==> src/rtl/led_trail_pkg.sv <==
// Shared level type, limits and optional gamma duty map for the LED trail stage.
// LED_TRAIL_GAMMA_EN adds the gamma LUT and gamma_f; otherwise duty is linear.
package led_trail_pkg;

   localparam int LEVEL_W   = 4;
   localparam int LEVEL_MAX = (1 << LEVEL_W) - 1;

   typedef logic [LEVEL_W-1:0] level_t;

`ifdef LED_TRAIL_GAMMA_EN
   // Entry n sits at bits [4n+3:4n]; table reads 0,0,0,1,1,1,2,2,3,4,5,6,8,10,12,15.
   localparam logic [16*LEVEL_W-1:0] GAMMA_LUT = {
      4'd15, 4'd12, 4'd10, 4'd8, 4'd6, 4'd5, 4'd4, 4'd3,
      4'd2,  4'd2,  4'd1,  4'd1, 4'd1, 4'd0, 4'd0, 4'd0
   };

   function automatic level_t gamma_f(input level_t lvl);
      return GAMMA_LUT[{lvl, 2'b00} +: LEVEL_W];
   endfunction
`endif

endpackage

==> src/rtl/led_trail_cell.sv <==
// One LED channel: level register with load/decay, duty map and registered PWM compare.
// Load-to-level 1 cycle, level-to-out_bit 1 cycle; duty map set by LED_TRAIL_GAMMA_EN.
module led_trail_cell
   import led_trail_pkg::*;
(
   input  logic   clk_50M,
   input  logic   reset_n,
   input  logic   in_bit,
   input  logic   decay_tick,
   input  level_t pwm_cnt,
   output logic   out_bit
);

   level_t r_level;
   level_t w_duty;
   logic   r_out;

   // A set input always wins over a coincident decay tick; decay stops at zero.
   always_ff @(posedge clk_50M or negedge reset_n) begin
      if (!reset_n) begin
         r_level <= '0;
      end else if (in_bit) begin
         r_level <= level_t'(LEVEL_MAX);
      end else if (decay_tick && (r_level != '0)) begin
         r_level <= r_level - level_t'(1);
      end
   end

`ifdef LED_TRAIL_GAMMA_EN
   assign w_duty = gamma_f(r_level);
`else
   assign w_duty = r_level;
`endif

   always_ff @(posedge clk_50M or negedge reset_n) begin
      if (!reset_n) begin
         r_out <= 1'b0;
      end else begin
         r_out <= (w_duty > pwm_cnt);
      end
   end

   assign out_bit = r_out;

endmodule

==> src/rtl/led_trail_pwm.sv <==
// Fading comet-trail LED driver: shared PWM/decay timebase plus W_LED channel cells.
// led_in to led_out latency 2 cycles plus PWM phase; gamma duty via LED_TRAIL_GAMMA_EN.
module led_trail_pwm
   import led_trail_pkg::*;
#(
   parameter int W_LED     = 10,
   parameter int PWM_DIV   = 4,
   parameter int DECAY_DIV = 4096
) (
   input  logic             clk_50M,
   input  logic             reset_n,
   input  logic [W_LED-1:0] led_in,
   output logic [W_LED-1:0] led_out
);

   // PWM_DIV of 1 would give a zero-width prescaler, so keep at least one bit.
   localparam int PRE_W = (PWM_DIV > 1) ? $clog2(PWM_DIV) : 1;
   localparam int DEC_W = $clog2(DECAY_DIV);

   logic [PRE_W-1:0] r_pwm_pre;
   level_t           r_pwm_cnt;
   logic [DEC_W-1:0] r_decay_cnt;
   logic             w_pre_wrap;
   logic             w_decay_tick;
   logic [W_LED-1:0] w_out;

   assign w_pre_wrap   = (r_pwm_pre == PRE_W'(PWM_DIV - 1));
   assign w_decay_tick = (r_decay_cnt == DEC_W'(DECAY_DIV - 1));

   always_ff @(posedge clk_50M or negedge reset_n) begin
      if (!reset_n) begin
         r_pwm_pre <= '0;
         r_pwm_cnt <= '0;
      end else begin
         r_pwm_pre <= w_pre_wrap ? '0 : r_pwm_pre + PRE_W'(1);
         if (w_pre_wrap) begin
            r_pwm_cnt <= r_pwm_cnt + level_t'(1);
         end
      end
   end

   // Free-running; decay ticks are deliberately not aligned to led_in edges.
   always_ff @(posedge clk_50M or negedge reset_n) begin
      if (!reset_n) begin
         r_decay_cnt <= '0;
      end else begin
         r_decay_cnt <= w_decay_tick ? '0 : r_decay_cnt + DEC_W'(1);
      end
   end

   for (genvar g = 0; g < W_LED; g++) begin : g_cell
      led_trail_cell u_cell (
         .clk_50M    (clk_50M),
         .reset_n    (reset_n),
         .in_bit     (led_in[g]),
         .decay_tick (w_decay_tick),
         .pwm_cnt    (r_pwm_cnt),
         .out_bit    (w_out[g])
      );
   end

   assign led_out = w_out;

endmodule
==> config.mk <==
export PLATFORM = sky130hd
export DESIGN_NAME = led_trail_pwm
export DESIGN_NICKNAME = d
export VERILOG_FILES = /design/src/rtl/led_trail_pkg.sv /design/src/rtl/led_trail_cell.sv /design/src/rtl/led_trail_pwm.sv
export SDC_FILE = /design/constraint.sdc
export NUM_CORES = 1
export LEC_CHECK = 0
export BUFFER_PORTS_ARGS = -buffer_cell sky130_fd_sc_hd__buf_2
export CORE_UTILIZATION = 52
export DETAILED_ROUTE_END_ITERATION = 8
export GPL_TIMING_DRIVEN = 0
export PLACE_DENSITY = 0.7
export REMOVE_ABC_BUFFERS = 1
export SETUP_SLACK_MARGIN = 0.02
export SKIP_CTS_REPAIR_TIMING = 1
export SYNTH_ARGS = -nofsm -noshare
export SYNTH_HDL_FRONTEND = slang
export SYNTH_SLANG_ARGS = --single-unit
==> constraint.sdc <==
create_clock -name clk_50M -period 2.05 [get_ports clk_50M]
set_input_delay 0.3075 -clock clk_50M [delete_from_list [all_inputs] [get_ports clk_50M]]
set_output_delay 0.3075 -clock clk_50M [all_outputs]
set_load 0.005 [all_outputs]
Word-level counts from Yosys, hierarchy flattened

Cells that the tools add are included.

Reduce and logical (&&, ||, !) cells: 30
Magnitude comparators: 10
Mux-type cells: 22
Eq/ne operators: 2
Add/subtract/negate cells: 13

Operator list:

| operator                                          | number |
|---|---|
| 2-to-1 mux 4 bit                                  | 20 |
| greater-than comparator 4 bit                     | 10 |
| nonzero test 4 bit                                | 10 |
| subtractor 4 x 1 -> 4 bit (second input constant) | 10 |
| nonzero test 2 bit                                | 10 |
| adder 12 x 1 -> 12 bit (second input constant)    | 1 |
| == test 12 bit (second input constant)            | 1 |
| 2-to-1 mux 12 bit                                 | 1 |
| logical AND 1 bit                                 | 10 |
| adder 4 x 1 -> 4 bit (second input constant)      | 1 |
| adder 2 x 1 -> 2 bit (second input constant)      | 1 |
| == test 2 bit (second input constant)             | 1 |
| 2-to-1 mux 2 bit                                  | 1 |

Output and inout bits: 10
Logic and storage cells: 100
Register bits: 68
Input bits: 12

Logic depth before layout (Yosys ltp)

Word-level depth: 4
Mapped depth: 8
Depth with buffers taken out: 6

Hierarchy

Synthesis repeated with hierarchy kept, for this count alone.

Cell total of the unflattened synthesis: 406
Area total of the unflattened synthesis: 4137.7 sq um

By module, submodules not included:

| module         | instances | cells each | area each (sq um) | seq. area each (sq um) |
|---|---|---|---|---|
| led_trail_cell | 10        | 34         | 334.1             | 125.1 |
| led_trail_pwm  | 1         | 66         | 797.0             | 450.4 |

Least setup slack after synthesis

OpenSTA, ideal clock, no wires.

Path kind: register to register
Start point: reg r_decay_cnt[0]
End point: reg g_cell[4].u_cell.r_level[3]
Stages on the path, launching flop included: 8
Library setup time: 0.126 ns
Buffers on the path: 3
Required time: 1.924 ns
Path slack: 0.289 ns
Data arrival time: 1.635 ns
Clock period less this slack: 1.761 ns
Cell sequence: dfrtp_1 -> ha_1 -> and4_1 -> buf_4 -> and3_1 -> buf_4 -> buf_2 -> a221o_1

Longest elaborated chain between the ends: 3

RTL lines:

| element                             | line                 | source |
|---|---|---|
| from (decl)                         | led_trail_pwm.sv:22  | `logic [DEC_W-1:0] r_decay_cnt;` |
| from (signal assigned)              | led_trail_pwm.sv:47  | `r_decay_cnt <= w_decay_tick ? '0 : r_decay_cnt + DEC_W'(1);` |
| == test 12 bit                      | led_trail_pwm.sv:28  | `assign w_decay_tick = (r_decay_cnt == DEC_W'(DECAY_DIV - 1));` |
| logical AND 1 bit                   | led_trail_cell.sv:24 | `end else if (decay_tick && (r_level != '0)) begin` |
| nonzero test 2 bit (no source line) | n/a                  |  |
| to (signal assigned)                | led_trail_cell.sv:23 | `r_level <= level_t'(LEVEL_MAX);` |
| to (signal assigned)                | led_trail_cell.sv:25 | `r_level <= r_level - level_t'(1);` |
| to (decl)                           | led_trail_cell.sv:14 | `level_t r_level;` |

No other way between the ends.
A chain may end at the register's enable or synchronous reset.

Worst setup path after layout

Start point: reg r_decay_cnt[0]
End point: reg g_cell[0].u_cell.r_level[1]

Longest elaborated chain between the ends: 3

RTL lines:

| element                             | line |
|---|---|
| == test 12 bit                      | led_trail_pwm.sv:28 |
| logical AND 1 bit                   | led_trail_cell.sv:24 |
| nonzero test 2 bit (no source line) | n/a |
| to (signal assigned)                | led_trail_cell.sv:23 |
| to (signal assigned)                | led_trail_cell.sv:25 |
| to (decl)                           | led_trail_cell.sv:14 |

No other way between the ends.

==> flow_metrics.env <==
export IMPL_status="finished clean"
export IMPL_synth_simple_gate_area_share_pct=18.4
export IMPL_slew_headroom_pct=43.1
export IMPL_fin_util_pct=58.3
export IMPL_ys_ff_latch=68
export IMPL_synth_compound_area_share_pct=12.5
export IMPL_syn_inst=391
export IMPL_synth_top_family_by_area="simple AND/OR/NAND/NOR gates"
export IMPL_leakagePower_uw=0.00195
export IMPL_antenna_found_initial=0
export IMPL_tightestPinTransition_ns=0.853
export IMPL_synthAdderAreaFrac_pct=16.0
export IMPL_min_path_type="input pin to asynchronous set/reset pin"
export IMPL_insertion_delay_ns=0.34
export IMPL_dr_pass1_iters=5
export IMPL_fillCellCount=676
export IMPL_synth_largest_area_cell="dfrtp_1"
export IMPL_timing_final_crit_share_pct=92.4
export IMPL_timing_rr_end="g_cell[0].u_cell.r_level[1]"
export IMPL_cts_tree="built"
export IMPL_path_class="flip-flop to flip-flop"
export IMPL_grt_pass1_vias=2779
export IMPL_grt_max_degree=69
export IMPL_design_core_area_um2=7730
export IMPL_via_per_inst=5.66
export IMPL_crit_slowest_cell="dfrtp_1"
export IMPL_synth_edf_count=0
export IMPL_synth_main_ff_cell="dfrtp_1"
export IMPL_hold_viol=0
export IMPL_clkSinkCount=68
export IMPL_synth_avg_cell_area_um2=10.6
export IMPL_fin_crit_ns=1.89
export IMPL_peakVddDrop_mv=0.477
export IMPL_hold_ws_ns=0.0655
export IMPL_dpl_cell_area_um2=4250
export IMPL_dp_hpwl_um=5210
export IMPL_die_area_um2=8320
export IMPL_skew_ns=0.00871
export IMPL_cap_violations=0
export IMPL_clk_pin_slew_ns=0.07
export IMPL_crit_chain="ha_1 -> and4_4 -> nand4_1 -> buf_4 -> a211o_1"
export IMPL_crit_family="simple AND/OR/NAND/NOR gates"
export IMPL_yosys_warnings=0
export IMPL_ys_types=36
export IMPL_drive_gt1_share_pct=13.8
export IMPL_synth_area_leaders="dfrtp_1 41%, ha_1 16%, o21a_1 5.4%, nand4_1 4.1%, xnor2_1 3.6%"
export IMPL_wl_um=7880
export IMPL_crit_fanout=15
export IMPL_arrival_ns=2.12
export IMPL_endpoint_kind="flip-flop"
export IMPL_drc_errors=0
export IMPL_critPathLaunchType="flip-flop"
export IMPL_synthMuxAreaShare_pct=1.94
export IMPL_area_growth_syn_to_layout_pct=8.83
export IMPL_die_h_um=91.2
export IMPL_rr_worst_depth=5
export IMPL_drv_slew=0
export IMPL_ant_nets=0
export IMPL_io_pin_count=22
export IMPL_finalWeightedCongestion=0.756
export IMPL_first_iter_violations=157
export IMPL_power_density_nw_per_um2=542
export IMPL_syn_area_um2=4140
export IMPL_setup_viol=0
export IMPL_slowest_delay_ns=0.39
export IMPL_start_util_pct=53.5
export IMPL_cts_root_buffer="clkbuf_8"
export IMPL_port_buffers=21
export IMPL_fmax_mhz=528
export IMPL_rr_startpoint="r_decay_cnt[0]"
export IMPL_rsz0062_at_grt="false"
export IMPL_insertedDiodeCount=0
export IMPL_vias=2922
export IMPL_die_x_um=91.2
export IMPL_r2r_setup_slack_ns=0.16
export IMPL_cts_max_level=3
export IMPL_final_nets=475
export IMPL_grt_pass1_wl_um=13100
export IMPL_yosysSeqAreaShare_pct=41.1
export IMPL_synth_xor_area_share_pct=4.45
export IMPL_grt_usage_pct=20.4
export IMPL_design_area_um2=4500
export IMPL_fp_row_count=32
export IMPL_overflow=0
export IMPL_synth_top_area_share_pct=41.1
export IMPL_required_ns=2.28
export IMPL_cts_buffers=9
export IMPL_cts_buffer_depth=2
export IMPL_crit_buf_inv=1
export IMPL_p_total_uw=2440
export IMPL_routedWlPerCell_um=15.3
export IMPL_async_reset_ff_share_pct=100
-- flip-flops by register name, indices dropped and copies added, names as in the netlist --
signal                 flops
g_cell.u_cell.r_level     40
r_decay_cnt               12
g_cell.u_cell.out_bit     10
r_pwm_cnt                  4
r_pwm_pre                  2
-- kinds of logic (layout without fill, tap and decap cells) --
kind of cell	Yosys count	count (layout)
multiplexers	8	8
adder cells (fa/ha/maj)	53	53
XOR/XNOR	21	21
buffers and inverters	46	68
AND/OR/NAND/NOR	130	131
AO/OA/AOI/OAI	65	65
flip-flops	68	68
-- worst reg2reg max path: stages, from the launching register on --
cell	delay (ns)
dfrtp_1	0.39
ha_1	0.22
and4_4	0.37
nand4_1	0.29
buf_4	0.24
a211o_1	0.28
-- final cells by class --
cell class / count / area [um^2] / area share [%]
multi-input cells: 278 / 2240 / 49.8
flip-flops and latches: 68 / 1700 / 37.8
clock buffers: 14 / 183 / 4.06
repair buffers: 25 / 138 / 3.06
well taps: 102 / 128 / 2.83
inverters: 28 / 105 / 2.33
clock inverters: 1 / 5.00 / 0.111
-- power by group --
| part | switching (uW) | leakage [uW] | total (uW) | internal, uW |
|---|---|---|---|---|
| combinational | 39.6 | 0.00119 | 53.4 | 13.8 |
| clock | 480 | 0.0000986 | 1040 | 564 |
| sequential | 0.00000000000224 | 0.000660 | 1340 | 1340 |
-- synthesized netlist by cell type, types with 3 or more instances --
master,n
mux2i_1,8
dfrtp_1,68
o21a_1,30
a21boi_1,4
a211o_1,14
inv_1,28
nor2b_1,23
or3b_2,10
a311o_1,6
xnor2_1,17
nand2b_1,10
and4_1,3
nand4_1,27
nor4_1,3
nand2_1,7
buf_4,12
buf_2,5
xor2_1,4
nor3_1,7
nor2_1,30
ha_1,53
-- per-stage QoR --
| stage | std cells | setup WS [ns] | setup TNS, ns |
|---|---|---|---|
| after floorplan | 373 | -0.118 | -0.662 |
| final | 516 | 0.157 | 0 |
| after CTS | 511 | -0.800 | -11.51 |
| after global placement | 496 | -0.770 | -10.64 |
| after global routing | 516 | 0.0688 | 0 |
| after detailed placement | 496 | -0.791 | -11.47 |
-- layout by cell type, fill, tap and decap left out, drive strengths merged, types with 2 or more instances in the layout --
cell type / Yosys / routed
a21oi: 2 / 2
nand3: 2 / 2
clkbuf: 0 / 14
a21boi: 6 / 6
mux2i: 8 / 8
nand2b: 10 / 10
or3b: 10 / 10
nor2: 30 / 30
and4: 3 / 3
o21ai: 2 / 2
nor2b: 23 / 23
and4b: 2 / 2
ha: 53 / 53
buf: 18 / 25
nor3: 7 / 7
nand2: 7 / 7
and3: 2 / 3
o31ai: 2 / 2
a211o: 14 / 14
xnor2: 17 / 17
dfrtp: 68 / 68
xor2: 4 / 4
nor4: 4 / 4
nand4: 27 / 27
a311o: 6 / 6
inv: 28 / 28
o21a: 30 / 30
-- worst max path at each step --
stage	from	endpoint	slack, ns	depth (start not counted)
floorplan	r_decay_cnt[0]	g_cell[6].u_cell.r_level[2]	-0.12	5
global placement	r_decay_cnt[0]	g_cell[6].u_cell.r_level[2]	-0.77	5
detailed placement	r_decay_cnt[0]	g_cell[6].u_cell.r_level[2]	-0.79	5
CTS	r_decay_cnt[0]	g_cell[6].u_cell.r_level[2]	-0.80	5
global route	r_decay_cnt[0]	g_cell[0].u_cell.r_level[2]	0.07	6
finish	r_decay_cnt[0]	g_cell[0].u_cell.r_level[1]	0.16	5
-- routing by layer --
| metal | wire (um) | up-vias | share of wire [%] | global-route usage (%) |
|---|---|---|---|---|
| met3 | 193 | 9 | 2.4 | 4.52 |
| met2 | 3960 | 36 | 50 | 35.7 |
| met4 | 119 | 0 | 1.5 | 7.94 |
| met1 | 3610 | 1435 | 46 | 24.3 |
| li1 | - | 1442 | - | - |
| met5 | 0 | - | 0 | 0 |
No activity file was read; power rests on OpenSTA's default activity.
